--- src/rtl/control_unit_pkg.sv ---
// Shared encodings for the RISCBlade multicycle controller: FSM states,
// opcode class constants, datapath select encodings and the control bundle.
`timescale 1ns/1ps
package control_unit_pkg;

    typedef enum logic [3:0] {
        FETCH    = 4'd0,
        DECODE   = 4'd1,
        RTYPE_EX = 4'd2,
        RTYPE_WB = 4'd3,
        MEMADR   = 4'd4,
        ADDI_WB  = 4'd5,
        MEMREAD  = 4'd6,
        MEM_WB   = 4'd7,
        MEMWRITE = 4'd8,
        BRANCH   = 4'd9,
        JAL_JUMP = 4'd10,
        JAL_LINK = 4'd11
    } state_t;

    // Instruction class, taken from op[2:0]; op[3] picks the variant.
    localparam logic [2:0] OP_R    = 3'b000;
    localparam logic [2:0] OP_IMEM = 3'b001;
    localparam logic [2:0] OP_SW   = 3'b010;
    localparam logic [2:0] OP_BR   = 3'b011;
    localparam logic [2:0] OP_JAL  = 3'b100;

    localparam logic [1:0] SRCB_REGB   = 2'b00;
    localparam logic [1:0] SRCB_TWO    = 2'b01;
    localparam logic [1:0] SRCB_IMM    = 2'b10;
    localparam logic [1:0] SRCB_IMM_SH = 2'b11;

    localparam logic ALU_ADD = 1'b0;
    localparam logic ALU_SUB = 1'b1;

    localparam logic SRCA_PC     = 1'b0;
    localparam logic SRCA_REG    = 1'b1;
    localparam logic IORD_PC     = 1'b0;
    localparam logic IORD_ALU    = 1'b1;
    localparam logic REGSEL_ALU  = 1'b0;
    localparam logic REGSEL_MEM  = 1'b1;

    typedef struct packed {
        logic       branch_out;
        logic       pc_reset;
        logic       iord;
        logic       mem_write;
        logic       ir_en;
        logic       reg_data_sel;
        logic       reg_write;
        logic       srca;
        logic [1:0] srcb;
        logic       alu_op;
    } ctrl_t;

endpackage

--- src/rtl/control_unit.sv ---
// Multicycle FSM controller: sequences fetch/decode/execute/memory/writeback
// and decodes the current state into the datapath's selects and enables.
`timescale 1ns/1ps
module control_unit
    import control_unit_pkg::*;
(
    input  logic       CLK,
    input  logic       reset,
    input  logic [3:0] op,
    output logic       BranchOut,
    output logic       PCReset,
    output logic       IorD,
    output logic       MemWrite,
    output logic       IR_EN,
    output logic       RegDataSel,
    output logic       RegWrite,
    output logic       SRCA,
    output logic [1:0] SRCB,
    output logic       ALUOp
);

    state_t state_q;
    state_t state_d;
    ctrl_t  ctrl;

    // NOTE: sequential state uses non-blocking assignment; reset is async so
    // an abort takes effect without waiting for a clock edge.
    always_ff @(posedge CLK or posedge reset) begin
        if (reset) begin
            state_q <= FETCH;
        end else begin
            state_q <= state_d;
        end
    end

    always_comb begin
        // NOTE: default assignment first so no path leaves state_d unassigned (no latch).
        state_d = FETCH;
        case (state_q)
            FETCH:    state_d = DECODE;
            DECODE: begin
                case (op[2:0])
                    OP_R:            state_d = RTYPE_EX;
                    OP_IMEM, OP_SW:  state_d = MEMADR;
                    OP_BR:           state_d = BRANCH;
                    OP_JAL:          state_d = JAL_JUMP;
                    default:         state_d = FETCH;
                endcase
            end
            RTYPE_EX: state_d = RTYPE_WB;
            MEMADR: begin
                if (op[2:0] == OP_SW) begin
                    state_d = MEMWRITE;
                end else if (op[3]) begin
                    state_d = MEMREAD;
                end else begin
                    state_d = ADDI_WB;
                end
            end
            MEMREAD:  state_d = MEM_WB;
            JAL_JUMP: state_d = JAL_LINK;
            default:  state_d = FETCH;
        endcase
    end

    // While reset is high only PCReset is driven, so no write enable can leak.
    always_comb begin
        ctrl = '0;
        if (reset) begin
            ctrl.pc_reset = 1'b1;
        end else begin
            case (state_q)
                FETCH: begin
                    ctrl.ir_en  = 1'b1;
                    ctrl.iord   = IORD_PC;
                    ctrl.srca   = SRCA_PC;
                    ctrl.srcb   = SRCB_TWO;
                    ctrl.alu_op = ALU_ADD;
                end
                DECODE: begin
                    ctrl.srca   = SRCA_PC;
                    ctrl.srcb   = SRCB_IMM_SH;
                    ctrl.alu_op = ALU_ADD;
                end
                RTYPE_EX: begin
                    ctrl.srca   = SRCA_REG;
                    ctrl.srcb   = SRCB_REGB;
                    ctrl.alu_op = op[3];
                end
                RTYPE_WB, ADDI_WB, JAL_LINK: begin
                    ctrl.reg_write    = 1'b1;
                    ctrl.reg_data_sel = REGSEL_ALU;
                end
                MEMADR: begin
                    ctrl.srca   = SRCA_REG;
                    ctrl.srcb   = SRCB_IMM;
                    ctrl.alu_op = ALU_ADD;
                end
                MEMREAD: begin
                    ctrl.iord = IORD_ALU;
                end
                MEM_WB: begin
                    ctrl.reg_write    = 1'b1;
                    ctrl.reg_data_sel = REGSEL_MEM;
                end
                MEMWRITE: begin
                    ctrl.iord      = IORD_ALU;
                    ctrl.mem_write = 1'b1;
                end
                BRANCH: begin
                    ctrl.srca       = SRCA_REG;
                    ctrl.srcb       = SRCB_REGB;
                    ctrl.alu_op     = ALU_SUB;
                    ctrl.branch_out = 1'b1;
                end
                JAL_JUMP: begin
                    // B reads r0, so ALUOut captures the return address.
                    ctrl.branch_out = 1'b1;
                    ctrl.srca       = SRCA_PC;
                    ctrl.srcb       = SRCB_REGB;
                    ctrl.alu_op     = ALU_ADD;
                end
                default: ctrl = '0;
            endcase
        end
    end

    assign BranchOut  = ctrl.branch_out;
    assign PCReset    = ctrl.pc_reset;
    assign IorD       = ctrl.iord;
    assign MemWrite   = ctrl.mem_write;
    assign IR_EN      = ctrl.ir_en;
    assign RegDataSel = ctrl.reg_data_sel;
    assign RegWrite   = ctrl.reg_write;
    assign SRCA       = ctrl.srca;
    assign SRCB       = ctrl.srcb;
    assign ALUOp      = ctrl.alu_op;

endmodule

--- config.mk ---
export PLATFORM = sky130hd
export DESIGN_NAME = control_unit
export DESIGN_NICKNAME = d
export VERILOG_FILES = /design/src/rtl/control_unit_pkg.sv /design/src/rtl/control_unit.sv
export SDC_FILE = /design/constraint.sdc
export NUM_CORES = 1
export LEC_CHECK = 0
export BUFFER_PORTS_ARGS = -buffer_cell sky130_fd_sc_hd__buf_2
export CAP_MARGIN = 40
export CORE_MARGIN = 8
export CORE_UTILIZATION = 25
export CTS_CLUSTER_SIZE = 14
export DETAILED_ROUTE_END_ITERATION = 8
export PLACE_DENSITY = 0.44
export SLEW_MARGIN = 20
export SYNTH_ARGS = -nofsm -noshare
export SYNTH_HDL_FRONTEND = slang
export SYNTH_SLANG_ARGS = --single-unit
--- constraint.sdc ---
create_clock -name CLK -period 1.71 [get_ports CLK]
set_clock_uncertainty 0.2 [all_clocks]
set_input_delay 0.0855 -clock CLK [delete_from_list [all_inputs] [get_ports CLK]]
set_output_delay 0.0855 -clock CLK [all_outputs]
set_load 0.05 [all_outputs]
After elaboration in Yosys (flattened, before gate mapping)
Cells that the tools add are included.

word-level totals
  output and inout port bits = 11
  bits in registers = 4
  word-level logic and storage cells = 35
  input bits = 6

operators by class
  equal/unequal tests = 15
  mux-type cells = 13
  reductions and logical operators = 6

operator list
  cell                                                 count
  case mux 4 bit (6 select lines)                      1
  case mux 4 bit (5 select lines)                      1
  equality test 4 x 3 -> 1 bit, second input constant  4
  equality test 4 bit, second input constant           4
  case mux 4 bit (4 select lines)                      1
  two-way mux 9 bit                                    1
  equality test 4 x 2 -> 1 bit, second input constant  2
  equality test 3 x 2 -> 1 bit, second input constant  2
  two-way mux 1 bit                                    6
  OR reduction 2 bit                                   3
  equality test 4 x 1 -> 1 bit, second input constant  1
  logical NOT 4 bit                                    1
  two-way mux 4 bit                                    1
  case mux 2 bit (2 select lines)                      1
  equality test 3 x 1 -> 1 bit, second input constant  1
  equality test 3 bit, second input constant           1
  logical NOT 3 bit                                    1
  OR reduction 3 bit                                   1
  two-way mux 2 bit                                    1

Depth between registers and ports, before layout
Gate-level depths: netlist (run 1).

  word-level depth = 4
  mapped depth = 4
  gate-level depth less buffers = 3

Worst setup path after synthesis (run 1)
OpenSTA, ideal clock, no wires.

  kind = reg-to-output
  start = reg state_q[3]
  end = out IR_EN
  path slack = -1583 ps
  stages on the path, launching flop included = 4
  arrival = 3007 ps
  data required time = 1424 ps
  buffers on the path = 1
  cell sequence = dfrtp_1 -> buf_2 -> nor4_1 -> nor2b_1

on the way
  word-level cells in the longest chain between the ends = 3

RTL lines
  what                      RTL line            RTL
  start: declaration        control_unit.sv:22  state_t state_q;
  start signal: assignment  control_unit.sv:32  state_q <= state_d;
  logical NOT 4 bit         control_unit.sv:72  case (state_q)
  two-way mux 1 bit         control_unit.sv:72
  two-way mux 9 bit         control_unit.sv:69  if (reset) begin
  end: declaration          control_unit.sv:14  output logic IR_EN,

No other way between the ends.

Worst setup path in the final report (run 1)
  start = reg state_q[0]
  end = out SRCA

on the way
  word-level cells in the longest chain between the ends = 3
  elaborated cells between the ends (all ways) = 7
  classes of those cells = eq/ne: 4; mux: 2; reduce/logical: 1

RTL lines
  what                                               RTL line            RTL
  equality test 4 bit, or another cell as far along  control_unit.sv:72
  case mux 4 bit (5 select lines) *                  control_unit.sv:72
  two-way mux 9 bit *                                control_unit.sv:69
  end: declaration                                   control_unit.sv:17  output logic SRCA,

Every way passes the cells marked *; elsewhere a longest branch is shown, timed or not.

==> results.ini, run 1 <==
[run_status]
outcome=finished with violations
failed_checks=setup timing

[floorplanning]
dieHeight_um=59.6
dieWidth_um=59.6
initial_core_util=0.269
num_rows=15
design.die.area_um2=3550
ioPinCount=17
fp.coreArea_um2=1760

[pwr]
swShare=0.505
power.internal_mw=0.809
power.ir.vdd_worst_mv=0.748
power_switching_mw=0.824
cell_area_power_density_nw_per_um2=1800
total_power_mw=1.63
power.static_leakage_nw=0.366
share_comb_of_total_power=0.819
power.sequential.fraction=0.112
share_clk_of_total_power=0.069

[drt]
drt_first_iter_violations=13
routed_wire_length_per_instance_um=12.9
post_drt_via_cell_ratio=4.79
antenna_violating_nets_post_route=0
count_of_vias_placed_by_the_detailed_router=551
detailed_routing_iterations_pass_1=4
drc=0
postRouteWirelength_um=1490

[clock_tree]
clk_pin_slew_ns=0.03
insertion_delay_ns=0.23
cts_inserted_buffers=3
numClockSinks=4
clock_tree.htree_level_count=1
cts_tree=yes
clockRootBuffer=sky130_fd_sc_hd__clkbuf_4
cts-root-to-sink-buffers=2

[finish]
utilization=0.513
largestRegisters=state_q: 4 flops
layout.nets=98
non_filler_instance_count_after_layout=115
registers.top_by_ff_count=state_q
num_antenna_cells=0
share_of_post_route_cells_with_drive_strength_above_1=0.556
max_reg_flops=4
synthToLayoutAreaGrowth_pct=91.0
post_layout_instance_area_um2=906

[timing]
hold_violation_total_from_the_final_report=0
worst_slew_pin_slew_ns=0.359
setup_viol=1
period_share=1.04
post-route-worst-setup-slack_ns=-0.0658
drv_slew=0
relSlewSlack=0.761
period_minus_slack_ns=1.78
worst_hold_slack_across_all_endpoints_ns=0.0251
grt_setup_unrepaired=yes
fmax_mhz=563

[placed_design]
placement.io_buffers=16
gpl.final_weighted_congestion=0.708
dpl.hpwl_um=1110
dp_cells=106
placedInstanceArea_um2=724

[logic_synthesis]
synth_flop_cell=sky130_fd_sc_hd__dfrtp_1
synth_seq_cells=4
yosys_warnings=0
yosys-top-cells-area=sky130_fd_sc_hd__dfrtp_1 (21%), sky130_fd_sc_hd__nor2b_1 (6.6%), sky130_fd_sc_hd__nand2b_1 (5.3%)
synth-edff-count=0
synth_top_area_share=0.211
netlist_area_um2=474
synth_cell_types=32
postSynthAreaPerCell_um2=7.65
synth-async-reset-ratio=1.00
synth_seq_area_share=0.211
number_of_nets_produced_by_synthesis=68
synth.largest_area_cell=sky130_fd_sc_hd__dfrtp_1
cells_after_synthesis=62
synth.most_common_cell=sky130_fd_sc_hd__nor2b_1

[worst_setup_path]
critPathKind=reg -> out
worst_setup_path_start_kind=register
critPathArrivalTime_ns=1.49
cp_data_required_time_ns=1.42
worstSetupEndpointType=output port
worst-path-max-fanout=3

[hold_path]
hp_class=in -> reg

[job]
maxcap_violations=0

[global_route]
number_of_antenna_violations_at_the_first_check_in_global_routing=0
number_of_global_route_vias_before_repair=598
grt_max_degree=13
grt_overflow=0
grt_pass1_wl_um=2670
track_usage=0.0943

==> metrics by stage <==
| step | setup WS [ns] | setup TNS (ns) |
|---|---|---|
| finish | -0.0658 | -0.0658 |
| global placement | -0.0396 | -0.0396 |
| floorplan | -0.307 | -0.307 |
| CTS | -0.0600 | -0.0600 |
| global route | -0.107 | -0.255 |
| detailed placement | -0.0265 | -0.0265 |
==> cell families after synthesis <==
logic type	synth area share
buffers and inverters	0.0923
AND/OR/NAND/NOR	0.390
adder cells (fa/ha/maj)	0.0211
AO/OA/AOI/OAI	0.227
multiplexers	0.0211
XOR/XNOR	0.0369
flip-flops	0.211
==> worst paths after layout <==
kind	cells after the start	to	slack [ns]	startpoint
worst max-delay path	3	SRCA	-0.07	state_q[0]
max in group asynchronous	4	state_q[2]	0.86	reset
worst max register to register	4	state_q[0]	0.08	state_q[0]
min in group asynchronous	4	state_q[1]	0.34	reset
worst min-delay path	3	state_q[3]	0.03	op[1]
worst min register to register	2	state_q[2]	0.46	state_q[3]
==> cells in the final DEF, fill, tap and decap left out, types with 2 or more instances in the layout <==
cell type                       count
sky130_fd_sc_hd__buf_4             12
sky130_fd_sc_hd__buf_2              6
sky130_fd_sc_hd__inv_1              2
sky130_fd_sc_hd__nor4_4             3
sky130_fd_sc_hd__o2bb2ai_1          2
sky130_fd_sc_hd__nand2b_4           2
sky130_fd_sc_hd__a211oi_1           2
sky130_fd_sc_hd__nor3b_2            2
sky130_fd_sc_hd__nand2_1            2
sky130_fd_sc_hd__nor2_1             3
sky130_fd_sc_hd__buf_6              9
sky130_fd_sc_hd__nand2b_1           2
sky130_fd_sc_hd__nor2b_1            3
sky130_fd_sc_hd__nor3_4             3
sky130_fd_sc_hd__o21ai_0            2
sky130_fd_sc_hd__dlygate4sd3_1      3
sky130_fd_sc_hd__clkbuf_4           4
sky130_fd_sc_hd__xnor2_1            2
sky130_fd_sc_hd__dfrtp_1            3
==> power by group through the flow <==
stage,clock network [mW],registers (mW),logic (mW)
2_1_floorplan,0,0.184,0.855
3_3_place_gp,0,0.175,1.15
3_5_place_dp,0,0.174,1.15
4_1_cts,0.119,0.177,1.25
5_1_grt,0.118,0.192,1.44
6_report,0.113,0.182,1.34
==> timing repair <==
action / in CTS / in global routing
pin swaps: 1 / 2
endpoints found under the hold margin: 6 / 0
hold buffers: 3 / 0
setup endpoints to repair: 8 / 10
resized for setup: 18 / 12
buffers inserted: 1 / 2
==> per-layer routing <==
metal | vias up | share of wire | GRT usage
li1 | 284 | - | -
met3 | 0 | 0.056 | 0.0152
met2 | 12 | 0.48 | 0.151
met4 | 0 | 0 | 0.0510
met1 | 255 | 0.46 | 0.116
met5 | - | 0 | 0
==> worst max-delay path: stages (launching register included) <==
cell and delay, ns:
sky130_fd_sc_hd__dfrtp_1 0.38, sky130_fd_sc_hd__or4b_4 0.57, sky130_fd_sc_hd__a21oi_4 0.14, sky130_fd_sc_hd__buf_6 0.17
==> layout make-up <==
type                       count  area (um^2)
timing repair buffer          32          274
sequential                     4          101
multi-input combinational     49          469
tap                           25         31.3
inverter                       2         7.51
clock buffer                   3         22.5
fill                         177          858
No activity file was read; power rests on OpenSTA's default activity.
==> run 2: changes to the inputs <==
--- a/config.mk
+++ b/config.mk
@@ -9,9 +9,12 @@
 export CAP_MARGIN = 40
 export CORE_MARGIN = 8
 export CORE_UTILIZATION = 25
+export CTS_BUF_LIST = sky130_fd_sc_hd__clkbuf_4 sky130_fd_sc_hd__clkbuf_8
 export CTS_CLUSTER_SIZE = 14
 export DETAILED_ROUTE_END_ITERATION = 8
+export MAX_ROUTING_LAYER = met4
 export PLACE_DENSITY = 0.44
+export SETUP_SLACK_MARGIN = 0.1
 export SLEW_MARGIN = 20
 export SYNTH_ARGS = -nofsm -noshare
 export SYNTH_HDL_FRONTEND = slang
==> run 2 against run 1 <==
The run still ends with setup timing left. Setup slack got worse by 0.028 ns. Non-clock buffer count increased by 3. Maximum frequency decreased by 1.5%. Count of clock-buffer cells in the layout unchanged. Core utilization increased by 3.3 points. Routed wire length increased by 13%. Via count increased by 5.3%. Clock power increased by 8%. Sequential power increased by 9.9%. Register-to-register slack got worse by 0.03 ns. Combinational power increased by 14%. Sequential share of layout area decreased by 0.67 points. Largest power group unchanged.
==> results.ini, run 2 (synthesis results as in run 1) <==
[global_route]
grt_max_degree=10  ; -3
grt_overflow=0  ; unchanged
number_of_antenna_violations_at_the_first_check_in_global_routing=0  ; unchanged
track_usage=0.102  ; +0.00795
number_of_global_route_vias_before_repair=588  ; -1.7%
grt_pass1_wl_um=2750  ; +3.1%

[finish]
synthToLayoutAreaGrowth_pct=103
layout.nets=101  ; +3.1%
layout.cells.most_common=sky130_fd_sc_hd__buf_4
utilization=0.546  ; +0.0326
multiInputGateArea_um2=499  ; +6.4%
registers.top_by_ff_count=state_q
share_of_post_route_cells_with_drive_strength_above_1=0.613  ; +0.0573
largestRegisters=state_q: 4 flops
num_antenna_cells=0  ; unchanged
non_filler_instance_count_after_layout=118  ; +2.6%
commonest_cells_after_routing_fill_and_taps_aside=sky130_fd_sc_hd__buf_4 (14), sky130_fd_sc_hd__buf_6 (13), sky130_fd_sc_hd__buf_2 (6)
num-fill-cells=176  ; -0.56%
max_reg_flops=4  ; unchanged
ff_latch_area_um2=101  ; unchanged

[placed_design]
placement.setup.worst_slack_ns=0.0322  ; +0.0587 ns
placement.io_buffers=16  ; unchanged
gpl.final_weighted_congestion=0.717  ; +1.4%
dpl.hpwl_um=1090  ; -1.1%
dp_cells=106  ; unchanged

[drt]
count_of_vias_placed_by_the_detailed_router=580  ; +5.3%
drt_first_iter_violations=11  ; -2
antenna_violating_nets_post_route=0  ; unchanged
routed_wire_length_per_instance_um=14.3  ; +10%
detailed_routing_iterations_pass_1=4  ; unchanged
post_drt_via_cell_ratio=4.92  ; +2.6%
postRouteWirelength_um=1680  ; +13%
drc=0  ; unchanged

[clock_tree]
clockRootBuffer=sky130_fd_sc_hd__clkbuf_4
cts_inserted_buffers=3  ; unchanged
insertion_delay_ns=0.24  ; about the same
numClockSinks=4  ; unchanged
cts-root-to-sink-buffers=2  ; unchanged
clock_tree.htree_level_count=1  ; unchanged
clk_pin_slew_ns=0.04  ; about the same
cts_tree=yes

[timing]
worst_slew_pin_slew_ns=0.322  ; -0.0370 ns
setup_viol=3  ; +2
grt_setup_unrepaired=yes
post-route-worst-setup-slack_ns=-0.0937  ; -0.0280 ns
period_share=1.05  ; +0.0163
hold_violation_total_from_the_final_report=0  ; unchanged
drv_slew=0  ; unchanged
fin_setup_tns_ns=-0.155  ; -0.0892 ns
period_minus_slack_ns=1.80  ; +0.0280 ns
fmax_mhz=554  ; -1.5%
relSlewSlack=0.785  ; +0.0246

[worst_setup_path]
cp_data_required_time_ns=1.42  ; about the same
worstSetupEndpointType=output port
worst-path-max-fanout=4  ; +1
critPathArrivalTime_ns=1.52  ; +0.03 ns
critical_path.max_stage_delay_ns=0.57  ; about the same
critical-path-slowest-cell=sky130_fd_sc_hd__or4b_4
worstPathBufferInverterCount=1  ; unchanged
critical_path.top_delay_family=simple AND/OR/NAND/NOR gates
worstPathCellList=or4b_4, a21oi_4, buf_6
worst_setup_path_start_kind=register
critPathKind=reg -> out

[pwr]
power.static_leakage_nw=0.395  ; +7.8%
cell_area_power_density_nw_per_um2=1920  ; +6.7%
power.ir.vdd_worst_mv=0.639  ; -15%

[floorplanning]
num_rows=15  ; unchanged
initial_core_util=0.269  ; unchanged
fp.coreArea_um2=1760  ; unchanged
dieHeight_um=59.6  ; unchanged
dieWidth_um=59.6  ; unchanged
ioPinCount=17  ; unchanged
design.die.area_um2=3550  ; unchanged

[run_status]
outcome=finished with violations
failed_checks=setup timing

[job]
maxcap_violations=0  ; unchanged

[hold_path]
hp_class=in -> reg

## run 2: cell types whose count changed in the layout (fill, tap and decap cells not counted), sizes merged
| cell | previous run | this run |
|---|---|---|
| clkbuf | 4 | 3 |
| buf | 28 | 33 |
| dlygate4sd3 | 3 | 2 |
## run 2: timing repair
| item | 4_1_cts | 5_1_grt |
|---|---|---|
| buffers inserted | 4 | 3 |
| hold buffers | 2 | 0 |
| endpoints found under the hold margin | 6 | 0 |
| pin swaps | 3 | 5 |
| setup endpoints to repair | 12 | 12 |
| cloned | 0 | 0 |
| resized for setup | 30 | 9 |
## run 2: path summary, 6_finish.rpt
check	endpoint	from	cells past startpoint	slack [ns]
max in group asynchronous	state_q[2]	reset	3	0.86
min in group asynchronous	state_q[0]	reset	3	0.26
hold / removal	state_q[0]	op[3]	3	0.01
setup / recovery	SRCA	state_q[3]	3	-0.09
setup reg to reg	state_q[0]	state_q[3]	4	0.05
hold reg to reg	state_q[2]	state_q[3]	2	0.49
## run 2: tightest hold or removal path, stage by stage
cell	delay [ns]
sky130_fd_sc_hd__buf_2	0.14
sky130_fd_sc_hd__o2bb2ai_4	0.06
sky130_fd_sc_hd__o2bb2ai_1	0.12
## run 2: area by class of cell
cell class | count | share of cell area
timing repair buffer | 35 | 0.313
sequential | 4 | 0.105
multi-input combinational | 49 | 0.518
tap | 25 | 0.0325
inverter | 2 | 0.00779
clock buffer | 3 | 0.0234
## run 2: routing by layer
metal	GRT usage	up-vias	share of wire
li1	-	293	-
met1	0.123	270	0.46
met2	0.157	15	0.49
met3	0.0152	2	0.043
met4	0.0612	0	0.011
met5	-	-	0
## run 2: through the flow
stage | hold slack [ns] | power (mW) | instance area (um^2)
detailed placement | -0.0587 | 1.30 | 707
CTS | 0.00198 | 1.70 | 891
floorplan | 0.00956 | 1.02 | 563
global placement | -0.0560 | 1.30 | 707
finish | 0.0119 | 1.85 | 963
global route | 0.0216 | 1.96 | 963
## run 2: report_power, final
| part | switching, mW | total [mW] | internal [mW] |
|---|---|---|---|
| Combinational | 0.792 | 1.53 | 0.739 |
| Sequential | 0.0588 | 0.200 | 0.142 |
| Clock | 0.0428 | 0.122 | 0.0788 |
| Total | 0.894 | 1.85 | 0.960 |
==> run 3: changes to the inputs <==
--- a/config.mk
+++ b/config.mk
@@ -7,7 +7,7 @@
 export LEC_CHECK = 0
 export BUFFER_PORTS_ARGS = -buffer_cell sky130_fd_sc_hd__buf_2
 export CAP_MARGIN = 40
-export CORE_MARGIN = 8
+export CORE_MARGIN = 2
 export CORE_UTILIZATION = 25
 export CTS_BUF_LIST = sky130_fd_sc_hd__clkbuf_4 sky130_fd_sc_hd__clkbuf_8
 export CTS_CLUSTER_SIZE = 14
==> constraint.sdc (replaced) <==
create_clock -name CLK -period 1.71 [get_ports CLK]
set_clock_uncertainty 0.2 [all_clocks]
set_input_delay 0.0855 -clock CLK [delete_from_list [all_inputs] [get_ports CLK]]
set_output_delay 0.0855 -clock CLK [all_outputs]
set_load 0.005 [all_outputs]
==> run 3 against run 2 <==
The run still ends with setup timing left. Worst hold slack got worse by 0.0046 ns. First-iteration DRC count increased by 36%. Largest cell class unchanged. Total power decreased by 31%. Sequential share of layout area increased by 2.4 points. Count of clock-buffer cells in the layout unchanged. Die area decreased by 36%. Combinational power decreased by 37%. Largest power group unchanged.
==> results.ini, run 3 (synthesis results as in run 1) <==
[worst_setup_path]
critical-path-slowest-cell=sky130_fd_sc_hd__or4b_4
worst_setup_path_start_kind=register
worst-path-max-fanout=4  ; unchanged
cp_data_required_time_ns=1.42  ; about the same
worstPathBufferInverterCount=1  ; unchanged
critPathKind=reg -> out
worstSetupEndpointType=output port
worstPathCellList=or4b_4, a21oi_2, buf_2
critPathArrivalTime_ns=1.47  ; -0.05 ns
critical_path.max_stage_delay_ns=0.57  ; about the same
critical_path.top_delay_family=simple AND/OR/NAND/NOR gates

[floorplanning]
design.die.area_um2=2260  ; -36%
ioPinCount=17  ; unchanged
dieWidth_um=47.6  ; -20%
initial_core_util=0.269  ; unchanged
dieHeight_um=47.6  ; -20%
num_rows=15  ; unchanged
fp.coreArea_um2=1760  ; unchanged

[clock_tree]
clock_tree.htree_level_count=1  ; unchanged
clockRootBuffer=sky130_fd_sc_hd__clkbuf_4
cts_tree=yes
cts_inserted_buffers=3  ; unchanged
insertion_delay_ns=0.24  ; about the same
cts-root-to-sink-buffers=2  ; unchanged
clk_pin_slew_ns=0.04  ; about the same
numClockSinks=4  ; unchanged

[finish]
num_antenna_cells=0  ; unchanged
max_reg_flops=4  ; unchanged
multiInputGateArea_um2=372  ; -26%
post_layout_instance_area_um2=777  ; -19%
synthToLayoutAreaGrowth_pct=63.9
largestRegisters=state_q: 4 flops
layout.nets=100  ; -0.99%
registers.top_by_ff_count=state_q
num-fill-cells=197  ; +12%
ff_latch_area_um2=100  ; -1.2%
share_of_post_route_cells_with_drive_strength_above_1=0.467  ; -0.146
layout.cells.most_common=sky130_fd_sc_hd__buf_2
commonest_cells_after_routing_fill_and_taps_aside=sky130_fd_sc_hd__buf_2 (16), sky130_fd_sc_hd__buf_4 (10), sky130_fd_sc_hd__nor2b_1 (5), sky130_fd_sc_hd__dlygate4sd3_1 (4), sky130_fd_sc_hd__dfrtp_1 (4)
non_filler_instance_count_after_layout=117  ; -0.85%

[global_route]
grt_pass1_wl_um=2350  ; -15%
grt_overflow=0  ; unchanged
number_of_global_route_vias_before_repair=495  ; -16%
grt_max_degree=10  ; unchanged
track_usage=0.160  ; +0.0578
number_of_antenna_violations_at_the_first_check_in_global_routing=0  ; unchanged

[hold_path]
hp_class=in -> reg

[drt]
drc=0  ; unchanged
routed_wire_length_per_instance_um=12.4  ; -13%
detailed_routing_iterations_pass_1=4  ; unchanged
post_drt_via_cell_ratio=4.95  ; +0.68%
drt_first_iter_violations=15  ; +4
postRouteWirelength_um=1450  ; -14%
antenna_violating_nets_post_route=0  ; unchanged
count_of_vias_placed_by_the_detailed_router=579  ; -0.17%

[placed_design]
placement.io_buffers=16  ; unchanged
placedInstanceArea_um2=624  ; -12%
dp_cells=106  ; unchanged
dpl.hpwl_um=967  ; -12%
gpl.final_weighted_congestion=0.774  ; +7.9%

[pwr]
cell_area_power_density_nw_per_um2=1650  ; -14%
total_power_mw=1.28  ; -31%
power.ir.vdd_worst_mv=0.696  ; +8.9%
power.static_leakage_nw=0.342  ; -13%

[timing]
period_share=1.03  ; -0.0273
drv_slew=0  ; unchanged
grt_setup_unrepaired=yes
hold_violation_total_from_the_final_report=0  ; unchanged
post-route-worst-setup-slack_ns=-0.0470  ; +0.0467 ns
relSlewSlack=0.826  ; +0.0401
fmax_mhz=569  ; +2.7%
setup_viol=1  ; -2
period_minus_slack_ns=1.76  ; -0.0467 ns
worst_slew_pin_slew_ns=0.258  ; -0.0639 ns

[run_status]
outcome=finished with violations
failed_checks=setup timing

[job]
maxcap_violations=0  ; unchanged

[run 3: changes by cell type in the layout (fill, tap and decap cells not counted), sizes merged]
cell | before | now
buf | 33 | 30
dlygate4sd3 | 2 | 4
[run 3: worst register-to-register path, delay by kind of cell (launching register included)]
| kind | cells | cell delay, ns |
|---|---|---|
| compound gates | 2 | 0.28 |
| simple gates | 1 | 0.57 |
| flops | 1 | 0.41 |
[run 3: cell type report]
cell class	instances	share of cell area
Multi-Input combinational cell	49	0.478
Timing Repair Buffer	34	0.314
Sequential cell	4	0.129
Tap cell	25	0.0403
Clock buffer	3	0.0290
Inverter	2	0.00966
[run 3: timing repair]
item | CTS | global route
hold endpoints to repair | 6 | 0
setup buffers | 2 | 3
hold buffers | 4 | 0
setup endpoints to repair | 4 | 11
gates cloned | 0 | 0
pin swaps | 0 | 1
resized for setup | 4 | 11
[run 3: per-layer routing]
layer / part of all wire / GRT usage
met1: 0.46 / 0.197
met2: 0.48 / 0.238
met3: 0.046 / 0.0226
met4: 0.013 / 0.114
met5: 0 / -
[run 3: metrics by stage]
stage	TNS [ns]	hold slack [ns]	util	setup slack (ns)
after floorplan	0	-0.160	-	0.226
after global placement	0	-0.127	0.354	0.181
after detailed placement	0	-0.132	0.354	0.204
after CTS	-0.00756	0.00282	0.406	-0.00756
after global routing	-0.148	0.0539	0.440	-0.0822
final	-0.0470	0.00729	0.440	-0.0470
[run 3: final timing paths]
| check | start | endpoint | slack, ns | cells past startpoint |
|---|---|---|---|---|
| max in group asynchronous | reset | state_q[2] | 0.94 | 3 |
| max | state_q[3] | SRCA | -0.05 | 3 |
| min reg2reg | state_q[0] | state_q[0] | 0.46 | 2 |
| min | op[2] | state_q[3] | 0.007 | 3 |
| min in group asynchronous | reset | state_q[3] | 0.19 | 3 |
| max reg2reg | state_q[3] | state_q[0] | 0.17 | 3 |
[run 3: power breakdown]
part / internal [mW] / switching [mW]
Combinational: 0.531 / 0.431
Sequential: 0.139 / 0.0570
Clock: 0.0788 / 0.0432
Total: 0.749 / 0.531
